### src/rtl/instruction_fetch_if.sv
// instruction_fetch_if: fetch-stage bus bundle (imem request/response, redirect, decode handoff)
interface instruction_fetch_if;
    logic        imem_req_valid;
    logic [31:0] imem_req_addr;
    logic        imem_req_ready;
    logic        imem_resp_valid;
    logic [31:0] imem_resp_data;
    logic        redirect_valid;
    logic [31:0] redirect_target;
    logic        if_valid;
    logic        if_ready;
    logic [31:0] if_instr;
    logic [31:0] if_pc;
    logic [31:0] if_pc_plus_4;

    modport master (
        output imem_req_valid, imem_req_addr, if_valid, if_instr, if_pc, if_pc_plus_4,
        input  imem_req_ready, imem_resp_valid, imem_resp_data, redirect_valid, redirect_target, if_ready
    );

    modport slave (
        input  imem_req_valid, imem_req_addr, if_valid, if_instr, if_pc, if_pc_plus_4,
        output imem_req_ready, imem_resp_valid, imem_resp_data, redirect_valid, redirect_target, if_ready
    );
endinterface

### src/rtl/instruction_fetch.sv
// instruction_fetch: PC owner issuing in-order word fetches, buffering {instr, pc} for decode,
// with branch redirect that flushes the queue and drops responses still in flight.
module instruction_fetch #(
    parameter logic [31:0] RESET_PC = 32'h0000_0000,
    parameter int          DEPTH    = 2
) (
    input logic clk,
    input logic rst,
    instruction_fetch_if.master bus
);
    localparam int PW = $clog2(DEPTH);
    localparam int CW = $clog2(DEPTH + 1);
    localparam logic [CW:0] LIM = (CW+1)'(DEPTH);

    logic [31:0]   pc_q, pc_d;
    logic [CW-1:0] inflight_q, inflight_d, drop_q, drop_d, count_q, count_d;
    logic [PW-1:0] qhead_q, qhead_d, qtail_q, qtail_d, ahead_q, ahead_d, atail_q, atail_d;
    logic [31:0]   instr_q [DEPTH];
    logic [31:0]   ipc_q   [DEPTH];
    logic [31:0]   addr_q  [DEPTH];
    logic [CW:0]   used;
    logic          accept, resp, pop, push;

    // Stale fetches still hold an in-flight slot, which keeps the address FIFO at DEPTH entries.
    assign used                = {1'b0, inflight_q} - {1'b0, drop_q} + {1'b0, count_q};
    assign bus.imem_req_valid  = !rst && !bus.redirect_valid && used < LIM && {1'b0, inflight_q} < LIM;
    assign bus.imem_req_addr   = pc_q;
    assign bus.if_valid        = count_q != '0;
    assign bus.if_instr        = instr_q[qhead_q];
    assign bus.if_pc           = ipc_q[qhead_q];
    assign bus.if_pc_plus_4    = ipc_q[qhead_q] + 32'd4;

    assign accept = bus.imem_req_valid && bus.imem_req_ready;
    assign resp   = bus.imem_resp_valid;
    assign pop    = bus.if_valid && bus.if_ready;
    assign push   = resp && drop_q == '0 && !bus.redirect_valid;

    always_comb begin
        pc_d       = bus.redirect_valid ? {bus.redirect_target[31:2], 2'b00} : accept ? pc_q + 32'd4 : pc_q;
        inflight_d = inflight_q + CW'(accept) - CW'(resp);
        drop_d     = bus.redirect_valid ? inflight_q - CW'(resp) : drop_q - CW'(resp && drop_q != '0);
        count_d    = bus.redirect_valid ? '0 : count_q + CW'(push) - CW'(pop);
        qhead_d    = bus.redirect_valid ? qtail_q : qhead_q + PW'(pop);
        qtail_d    = qtail_q + PW'(push);
        ahead_d    = ahead_q + PW'(resp);
        atail_d    = atail_q + PW'(accept);
    end

    always_ff @(posedge clk or posedge rst) begin
        if (rst) begin
            pc_q       <= RESET_PC;
            inflight_q <= '0;
            drop_q     <= '0;
            count_q    <= '0;
            qhead_q    <= '0;
            qtail_q    <= '0;
            ahead_q    <= '0;
            atail_q    <= '0;
            for (int i = 0; i < DEPTH; i++) begin
                instr_q[i] <= '0;
                ipc_q[i]   <= '0;
                addr_q[i]  <= '0;
            end
        end else begin
            pc_q       <= pc_d;
            inflight_q <= inflight_d;
            drop_q     <= drop_d;
            count_q    <= count_d;
            qhead_q    <= qhead_d;
            qtail_q    <= qtail_d;
            ahead_q    <= ahead_d;
            atail_q    <= atail_d;
            if (push) begin
                instr_q[qtail_q] <= bus.imem_resp_data;
                ipc_q[qtail_q]   <= addr_q[ahead_q];
            end
            if (accept) addr_q[atail_q] <= pc_q;
        end
    end

    a_resp_has_request: assert property (@(posedge clk) disable iff (rst) bus.imem_resp_valid |-> inflight_q != '0);
endmodule

### src/flat_wrapper.sv
// flat-port wrapper written by rule: the top's interface ports become plain ports
module instruction_fetch_flat 
#(
    parameter logic [31:0] RESET_PC = 32'h0000_0000,
    parameter int          DEPTH    = 2
)
  (clk, rst, bus_imem_req_valid, bus_imem_req_addr, bus_if_valid, bus_if_instr, bus_if_pc, bus_if_pc_plus_4, bus_imem_req_ready, bus_imem_resp_valid, bus_imem_resp_data, bus_redirect_valid, bus_redirect_target, bus_if_ready);
  instruction_fetch_if bus_i ();
  input logic clk;
  input logic rst;
  output wire logic [$bits(bus_i.imem_req_valid)-1:0] bus_imem_req_valid;
  output wire logic [$bits(bus_i.imem_req_addr)-1:0] bus_imem_req_addr;
  output wire logic [$bits(bus_i.if_valid)-1:0] bus_if_valid;
  output wire logic [$bits(bus_i.if_instr)-1:0] bus_if_instr;
  output wire logic [$bits(bus_i.if_pc)-1:0] bus_if_pc;
  output wire logic [$bits(bus_i.if_pc_plus_4)-1:0] bus_if_pc_plus_4;
  input wire logic [$bits(bus_i.imem_req_ready)-1:0] bus_imem_req_ready;
  input wire logic [$bits(bus_i.imem_resp_valid)-1:0] bus_imem_resp_valid;
  input wire logic [$bits(bus_i.imem_resp_data)-1:0] bus_imem_resp_data;
  input wire logic [$bits(bus_i.redirect_valid)-1:0] bus_redirect_valid;
  input wire logic [$bits(bus_i.redirect_target)-1:0] bus_redirect_target;
  input wire logic [$bits(bus_i.if_ready)-1:0] bus_if_ready;
  assign bus_imem_req_valid = bus_i.imem_req_valid;
  assign bus_imem_req_addr = bus_i.imem_req_addr;
  assign bus_if_valid = bus_i.if_valid;
  assign bus_if_instr = bus_i.if_instr;
  assign bus_if_pc = bus_i.if_pc;
  assign bus_if_pc_plus_4 = bus_i.if_pc_plus_4;
  assign bus_i.imem_req_ready = bus_imem_req_ready;
  assign bus_i.imem_resp_valid = bus_imem_resp_valid;
  assign bus_i.imem_resp_data = bus_imem_resp_data;
  assign bus_i.redirect_valid = bus_redirect_valid;
  assign bus_i.redirect_target = bus_redirect_target;
  assign bus_i.if_ready = bus_if_ready;
  instruction_fetch #(.RESET_PC(RESET_PC), .DEPTH(DEPTH)) u_core (.clk(clk), .rst(rst), .bus(bus_i));
endmodule
### config.mk
export PLATFORM = sky130hd
export DESIGN_NAME = instruction_fetch_flat
export DESIGN_NICKNAME = d
export VERILOG_FILES = /design/src/rtl/instruction_fetch_if.sv /design/src/rtl/instruction_fetch.sv /design/src/flat_wrapper.sv
export SDC_FILE = /design/constraint.sdc
export NUM_CORES = 1
export LEC_CHECK = 0
export CAP_MARGIN = 5
export CORE_AREA = 2 2 223 170
export DETAILED_ROUTE_END_ITERATION = 8
export DIE_AREA = 0 0 225 172
export SKIP_LAST_GASP = 1
export SYNTH_ARGS = -nofsm -noshare
export SYNTH_HDL_FRONTEND = slang
export SYNTH_SLANG_ARGS = --single-unit
### constraint.sdc
create_clock -name clk -period 7 [get_ports clk]
set_input_delay 0.7 -clock clk [delete_from_list [all_inputs] [get_ports clk]]
set_output_delay 0.7 -clock clk [all_outputs]
set_load 0.01 [all_outputs]
* After elaboration in Yosys (flattened, before gate mapping)
Index checks and enable logic that the tools add are counted.
Storage, ports and cells: bits in registers 234, latch bits 0, memory bits (writable) 0, bits in read-only memories 0, input port bits 70, output and inout port bits 130, word-level logic and storage cells 77, memories 0
Operators by class: add/subtract/negate cells 14, $mul 0, div/mod/pow operators 0, order comparisons 8, equality and inequality tests 0, shifts and indexed selects 0, mux-type cells 21, bitwise logic cells 4, reduce and logical (&&, ||, !) cells 16
Operator list (count):
- two-way mux 32 bit | 13
- bitwise mux 64 bit | 3
- adder 32 x 3 -> 32 bit, second input constant | 2
- demux 32 bit (select 1 bit) | 2
- logical AND 1 bit | 10
- >= comparator 2 bit, second input constant | 4
- inverter 1 -> 2 bit | 4
- subtractor 2 x 1 -> 2 bit | 4
- nonzero test 2 bit | 3
- adder 1 bit | 4
- adder 2 x 1 -> 2 bit | 2
- < comparator 2 x 1 -> 1 bit, second input constant | 2
- two-way mux 2 bit | 2
- adder 3 x 2 -> 3 bit | 1
- < comparator 3 x 2 -> 1 bit, second input constant | 1
- subtractor 2 x 2 -> 3 bit | 1
- logical NOT 1 bit | 2
- logical NOT 2 bit | 1
- < comparator 2 bit, second input constant | 1
- two-way mux 1 bit | 1

* Logic depth before layout (Yosys ltp)
Gate-level depths: netlist (run 1).
depth in word-level cells 8, gate-level depth with buffers 14

* Worst setup path after synthesis (run 1)
No wires, ideal clock.
kind register -> output, from reg u_core.qhead_q, to out bus_if_pc_plus_4[20], data arrival time 2.915 ns, setup slack 3.385 ns, cell stages (with the launch flop) 14, cell sequence dfrtp_1 -> buf_4 -> buf_6 -> buf_2 -> buf_2 -> buf_2 -> mux2i_1 -> inv_1 -> ha_1 -> nand4b_1 -> a22oi_1 -> nand4_1 -> nor4b_2 -> xor2_1
On the way: word-level cells in the longest chain between the ends 5
Ends and longest elaborated chain:
- start: declaration | RTL line instruction_fetch.sv:17 | logic [PW-1:0] qhead_q, qhead_d, qtail_q, qtail_d, ahead_q, ahead_d, atail_q, atail_d;
- start signal: assignment | RTL line instruction_fetch.sv:69 | qhead_q <= qhead_d;
- inverter 1 -> 2 bit
- two-way mux 32 bit (3 in series)
- named net bus_if_pc[2] | RTL line flat_wrapper.sv:15 | output wire logic [$bits(bus_i.if_pc)-1:0] bus_if_pc;
- adder 32 x 3 -> 32 bit | RTL line instruction_fetch.sv:31 | assign bus.if_pc_plus_4 = ipc_q[qhead_q] + 32'd4;
- end: declaration | RTL line flat_wrapper.sv:16 | output wire logic [$bits(bus_i.if_pc_plus_4)-1:0] bus_if_pc_plus_4;
The timed path passes the listed nets, and every way through them passes these cells. The select of a mux whose other input is x is not followed.

* Final worst setup path (run 1)
from reg u_core.qhead_q, to out bus_if_pc_plus_4[29]
On the way: word-level cells in the longest chain between the ends 5
Ends and longest elaborated chain (RTL line):
- inverter 1 -> 2 bit (implied by the code) | instruction_fetch.sv:31
- two-way mux 32 bit (implied by the code) (3 in series) | instruction_fetch.sv:31
- adder 32 x 3 -> 32 bit | instruction_fetch.sv:31
Every way passes these cells. The select of a mux whose other input is x is not followed.

==> flow_summary_export.csv, run 1 <==
group,metric,value,unit
setup_path,critPathSlowestCell,"dfrtp_4",
run,drv_cap,0,
clocking,cts_tree,"yes",
setup_path,startpoint_type,"flop",
worst_hold_path,hp-start,"u_core.instr_q[12]",
sta,hold_violations,0,
power_and_ir_drop,ir_drop,0.2142,mV
sta,min_period_over_period,74.63,%
setup_path,cp_cell_sequence,"buf_4 > nand3_1 > a22oi_1 > nand4_1 > nor3_1 > xnor2_1 > clkdlybuf4s50_1",
sta,rsz0062_at_grt,"no",
synth,yosysSeqAreaShare,51.59,%
clocking,cts_root_buf,"clkbuf_16",
final_layout,final_cells,1612,
grt,antenna_found_initial,0,
outcome,status,"finished clean",
synth,synth_area,10870,µm²
worst_hold_path,hold_end,"u_core.instr_q[12]",
grt,grt_usage,14.83,%
setup_path,crit_fanout,63,
detailed_routing,wirelength,28480,µm
sta,fin_crit,5224,ps
grt,grt_pass1_vias,7622,
detailed_routing,final_antenna_net_count,0,
placement,io_buffers,191,
worst_hold_path,hold_path.class,"flop to flop",
final_layout,nNetsFinal,1205,
setup_path,r2r_end,"u_core.addr_q[35]",
placement,gp_congestion,0.7702,
worst_hold_path,whs_path_depth,1,
sta,fmax,191.4,MHz
clocking,clockBufferDepth,3,
clocking,numCtsBuffers,26,
die,ios,200,
die,dieArea,38700,µm²
sta,relSlewSlack,28.02,%
synth,ys_warn_count,0,
die,core,36560,µm²
synth,synth_edf_count,0,
final_layout,postLayoutCoreUtil,38.60,%
sta,tightest_slew,1065,ps
setup_path,r2r_setup_slack,2430,ps
setup_path,crit_required,6300,ps
synth,synthFlopType,"dfrtp_1",
die,die_h,172,µm
grt,grt_max_degree,81,
detailed_routing,vias_per_cell,4.833,
setup_path,endpoint_kind,"output pin",
synth,avgSynthCellArea,11.46,µm²
power_and_ir_drop,p_per_area,451.6,nW/µm²
sta,fin_setup_tns,0,ps
final_layout,drive_gt1_share,21.14,%
clocking,post-cts-setup-buffer-count,0,
die,start_util,29.72,%
synth,synth_cells,948,
sta,finalSetupViolCount,0,
detailed_routing,via_count,7791,
setup_path,worstRegToRegCells,9,
die,row_count,61,
power_and_ir_drop,power,0.006372,W
final_layout,area_growth,29.87,%
clocking,clkLatencyLatePin,550,ps
setup_path,r2r-start,"u_core.drop_q[1]",
setup_path,crit_family,"simple AND/OR/NAND/NOR gates",
clocking,ctsResizeCount,0,
power_and_ir_drop,p_leak,6.113,nW
setup_path,worstSetupPathType,"flop to output pin",
detailed_routing,drc,0,
synth,async_flop_share,100.0,%
placement,dp_hpwl,19780,µm
clocking,cts.sinks,224,
clocking,htreeDepth,1,
clocking,path_clk_slew,60,ps
detailed_routing,wl_per_cell,17.67,µm
setup_path,worstPathArrival,4520,ps
setup_path,crit_buf_inv,2,
placement,dpl.cell_count,1565,
grt,gr-total-overflow,0,
die,die_w,225,µm
detailed_routing,drtIter0Drc,471,
detailed_routing,dr.pass1.iters,4,
grt,grt_pass1_wl,44720,µm
sta,maxSlewViolCount,0,
sta,skew,26.18,ps
setup_path,max_stage_delay,740,ps
synth,ys_types,56,
sta,hold_ws,501.1,ps
final_layout,n_antenna_cell,0,
synth,synth-seq-cells,224,
clocking,cts_hold_buf,0,
-- sequential cells by signal (all words and copies together) (netlist names) --
register / cells
u_core.qtail_q: 1
u_core.ipc_q: 60
u_core.atail_q: 1
u_core.addr_q: 60
u_core.count_q: 2
u_core.inflight_q: 2
u_core.instr_q: 64
u_core.bus.imem_req_addr: 30
u_core.ahead_q: 1
u_core.drop_q: 2
u_core.qhead_q: 1
-- through the flow --
| step | worst slack, ps | area [µm²] |
|---|---|---|
| after floorplan | 165.5 | 10880 |
| after global placement | 2300 | 13220 |
| after detailed placement | 2245 | 13220 |
| after CTS | 1636 | 14110 |
| after global routing | 1377 | 14110 |
| final | 1776 | 14110 |
-- worst max path at each step --
stage | end | depth (start not counted) | start | slack, ps
after CTS | bus_if_pc_plus_4[29] | 7 | u_core.qhead_q | 1640
after floorplan | u_core.addr_q[10] | 1 | rst | 170
after detailed placement | bus_if_pc_plus_4[29] | 7 | u_core.qhead_q | 2250
final | bus_if_pc_plus_4[29] | 7 | u_core.qhead_q | 1780
after global placement | bus_if_pc_plus_4[27] | 7 | u_core.qhead_q | 2300
after global routing | bus_if_pc_plus_4[29] | 7 | u_core.qhead_q | 1380
-- area by class of cell --
class | instances | area, µm²
Tap cell | 472 | 590.6
Fill cell | 3574 | 22450
Timing Repair Buffer | 198 | 1964
Inverter | 28 | 112.6
Multi-Input combinational cell | 643 | 4940
Clock inverter | 12 | 140.1
Clock buffer | 35 | 754.5
Sequential cell | 224 | 5609
-- report_power, final --
| group | total (W) | switching [W] | leakage [nW] | internal [W] |
|---|---|---|---|---|
| clock network | 0.00139 | 0.000557 | 0.435 | 0.000832 |
| logic | 0.00277 | 0.00122 | 2.86 | 0.00155 |
| registers | 0.00221 | 0.000404 | 2.81 | 0.00181 |
| total | 0.00637 | 0.00219 | 6.11 | 0.00419 |
-- cell usage after synthesis, types with 4 or more instances --
| cell | n | area, µm² |
|---|---|---|
| a21o_1 | 4 | 30.03 |
| a21oi_1 | 70 | 350.3 |
| a22oi_1 | 9 | 67.56 |
| a31oi_1 | 5 | 31.28 |
| and2_1 | 4 | 25.02 |
| and3_1 | 6 | 37.54 |
| and4_1 | 4 | 35.03 |
| buf_1 | 9 | 33.78 |
| buf_2 | 9 | 45.04 |
| buf_4 | 7 | 52.55 |
| clkbuf_1 | 31 | 116.4 |
| dfrtp_1 | 224 | 5605 |
| ha_1 | 12 | 150.1 |
| inv_1 | 27 | 101.4 |
| mux2_2 | 175 | 1971 |
| mux2i_1 | 41 | 410.4 |
| nand2_1 | 49 | 183.9 |
| nand3_1 | 34 | 170.2 |
| nand3b_1 | 5 | 37.54 |
| nand4_1 | 17 | 106.4 |
| nand4b_1 | 4 | 35.03 |
| nor2_1 | 78 | 292.8 |
| nor2b_1 | 6 | 37.54 |
| nor3_1 | 8 | 40.04 |
| o211ai_1 | 8 | 60.06 |
| o21ai_0 | 20 | 100.1 |
| o311ai_0 | 4 | 35.03 |
| or3_1 | 5 | 31.28 |
| xnor2_1 | 23 | 201.4 |
| xor2_1 | 15 | 131.4 |
-- layout by cell type, fill, tap and decap left out, drive strengths merged, types with 5 or more instances in the layout --
master,instances
nor2,78
a31oi,5
a21oi,70
mux2,175
and3,6
xor2,15
clkbuf,35
conb,6
nor2b,6
nand3,35
ha,12
nand4,19
nand2,49
buf,7
a22oi,9
or3,5
o211ai,8
clkinv,8
dfrtp,224
nand3b,5
o21ai,20
mux2i,41
inv,27
clkdlybuf4s50,191
xnor2,23
nor3,8
-- metal layers --
layer	up-vias	track usage [%]	share of wire (%)
met5	-	0	0
met4	0	2.908	1.5
met3	40	2.804	4.7
met2	184	20.30	40
met1	3865	23.76	54
li1	3702	-	-
-- worst register-to-register path: stages (launching register included) --
cell and delay, ps:
dfrtp_1 420, inv_1 80, fa_1 500, inv_1 50, fa_1 520, nor4b_2 370, nand3_1 510, inv_1 660
ha_2 900, mux2_2 420
-- cells by family after synthesis --
family | count (synthesis) | synth area share (%)
adders and majority gates | 14 | 1.750
other | 1 | 0.03451
xor gates and xnor gates | 38 | 3.063
muxes | 216 | 21.91
DFF | 224 | 51.59
buffers and inverters | 86 | 3.397
AOI/OAI and AO/OA | 131 | 7.059
and+or+nand+nor | 238 | 11.19
No activity file was read; power rests on OpenSTA's default activity.
==> inputs of run 2 (changes only) <==
Clock period 7 ns to 4.5 ns, I/O delays scaled along.
==> run 2 against run 1 <==
  * Largest power group unchanged
  * Sequential cell count did not move
  * Critical path depth increased by 3
  * Sequential power increased by 55%
  * Clock power is 47% higher
==> flow_summary_export.csv, run 2 (synthesis results as in run 1) <==
group,metric,value,unit
outcome,status,"finished clean",
grt,gr-total-overflow,0,
detailed_routing,drc,0,
setup_path,worstPathArrival,3640,ps
setup_path,worstSetupPathType,"flop to output pin",
final_layout,largest_reg_flops,64,
power_and_ir_drop,seq_power_share,34.8,%
clocking,path_clk_slew,70,ps
sta,tightest_slew,895.6,ps
worst_hold_path,hold_path.class,"input port to flop",
grt,grt_pass1_vias,7865,
run,drv_cap,0,
setup_path,crit_buf_inv,3,
clocking,numCtsBuffers,25,
detailed_routing,vias_per_cell,4.843,
setup_path,max_stage_delay,680,ps
die,ios,200,
sta,fin_setup_tns,0,ps
setup_path,startpoint_type,"flop",
detailed_routing,wl_per_cell,17.93,µm
sta,min_period_over_period,90.83,%
placement,dp_hpwl,20360,µm
final_layout,final_cell_mix,"223 x dfrtp_1, 191 x clkdlybuf4s50_1, 175 x mux2_2, 78 x nor2_1, 70 x a21oi_1",
clocking,clockBufferDepth,3,
power_and_ir_drop,p_per_area,695.7,nW/µm²
placement,dpl_cell_area,13360,µm²
setup_path,cp_cell_sequence,"mux2i_1 > inv_1 > ha_1 > nand4b_1 > a22oi_1 > nand4_1 > buf_4 > nor4b_2 > xor2_1 > clkdlybuf4s50_1",
die,dieArea,38700,µm²
final_layout,n_antenna_cell,0,
clocking,cts_hold_buf,0,
sta,relSlewSlack,40.07,%
setup_path,crit_family,"buffers and inverters",
setup_path,crit_fanout,38,
final_layout,stdcell_area,14180,µm²
detailed_routing,final_antenna_net_count,0,
die,row_count,61,
detailed_routing,drtIter0Drc,561,
placement,io_buffers,191,
power_and_ir_drop,ir_drop,0.3059,mV
sta,fmax,244.7,MHz
clocking,cts_tree,"yes",
power_and_ir_drop,clockPowerShare,20.8,%
clocking,clkLatencyLatePin,520,ps
die,core,36560,µm²
sta,maxSlewViolCount,0,
clocking,htreeDepth,1,
power_and_ir_drop,pwr-share-comb,44.4,%
power_and_ir_drop,p_leak,6.168,nW
placement,dpl.cell_count,1578,
sta,fin_crit,4087,ps
final_layout,regMostFlops,"u_core.instr_q",
final_layout,area_growth,30.49,%
grt,antenna_found_initial,0,
power_and_ir_drop,swShare,34.45,%
detailed_routing,dr.pass1.iters,5,
die,die_w,225,µm
setup_path,critPathSlowestCell,"dfrtp_4",
power_and_ir_drop,internal_power,0.006466,W
setup_path,endpoint_kind,"output pin",
sta,rsz0062_at_grt,"no",
grt,grt_max_degree,77,
grt,grt_usage,15.12,%
power_and_ir_drop,p_switching,0.003398,W
sta,skew,7.908,ps
setup_path,crit_required,4050,ps
die,start_util,29.72,%
final_layout,postLayoutCoreUtil,38.78,%
detailed_routing,wirelength,29090,µm
die,die_h,172,µm
clocking,cts.sinks,224,
sta,finalSetupViolCount,0,
clocking,cts_root_buf,"clkbuf_16",
placement,gp_congestion,0.7973,
clocking,ctsResizeCount,0,
detailed_routing,via_count,7855,
power_and_ir_drop,power,0.009864,W
final_layout,final_cells,1622,
final_layout,reg_top3,"u_core.instr_q x64, u_core.addr_q x60, u_core.ipc_q x60",
grt,grt_pass1_wl,45710,µm
final_layout,final_common_cell,"dfrtp_1",
clocking,post-cts-setup-buffer-count,0,
sta,hold_violations,0,
final_layout,nNetsFinal,1217,
final_layout,drive_gt1_share,21.65,%
## run 2: stage by stage
step	hold WS [ps]	setup WS (ps)
3_5_place_dp	490.5	962.1
3_3_place_gp	482.8	983.6
6_report	491.4	412.7
2_1_floorplan	475.0	1126
5_1_grt	498.2	138.7
4_1_cts	458.0	364.0
## run 2: final cells by class
cell class / instances / area (µm²)
inverter: 28 / 108.9
clock inverter: 11 / 107.6
tap: 472 / 590.6
multi-input combinational: 643 / 4935
sequential: 224 / 5609
fill: 3562 / 22380
clock buffer: 33 / 715.7
timing repair buffer: 211 / 2112
## run 2: tightest hold or removal path: cells and delay by family
family | cells | cell delay (ps)
AOI/OAI and AO/OA | 1 | 70
buffers and inverters | 1 | 390
and+or+nand+nor | 1 | 60
## run 2: power by group through the flow
stage / Clock [W] / Sequential, W / Combinational (W)
6_report: 0.00205 / 0.00343 / 0.00437
4_1_cts: 0.00213 / 0.00343 / 0.00443
2_1_floorplan: 0 / 0.00323 / 0.00255
3_5_place_dp: 0 / 0.00346 / 0.00440
5_1_grt: 0.00222 / 0.00356 / 0.00477
3_3_place_gp: 0 / 0.00342 / 0.00435
## run 2: final timing paths
check	endpoint	cells after the start	slack [ps]	start
hold / removal	u_core.bus.imem_req_addr[3]	3	490	bus_redirect_target[3]
hold reg to reg	u_core.instr_q[10]	1	500	u_core.instr_q[10]
setup reg to reg	u_core.addr_q[7]	11	1030	u_core.drop_q[1]
min in group asynchronous	u_core.bus.imem_req_addr[10]	2	520	rst
setup / recovery	bus_if_pc_plus_4[20]	10	410	u_core.qhead_q
max in group asynchronous	u_core.qhead_q	3	3040	rst
## run 2: layer usage
metal / vias up / global-route usage, % / share of wire (%)
met5: - / 0 / 0
li1: 3725 / - / -
met1: 3905 / 23.29 / 52
met3: 27 / 3.432 / 5.5
met4: 0 / 2.275 / 1.3
met2: 198 / 21.75 / 41
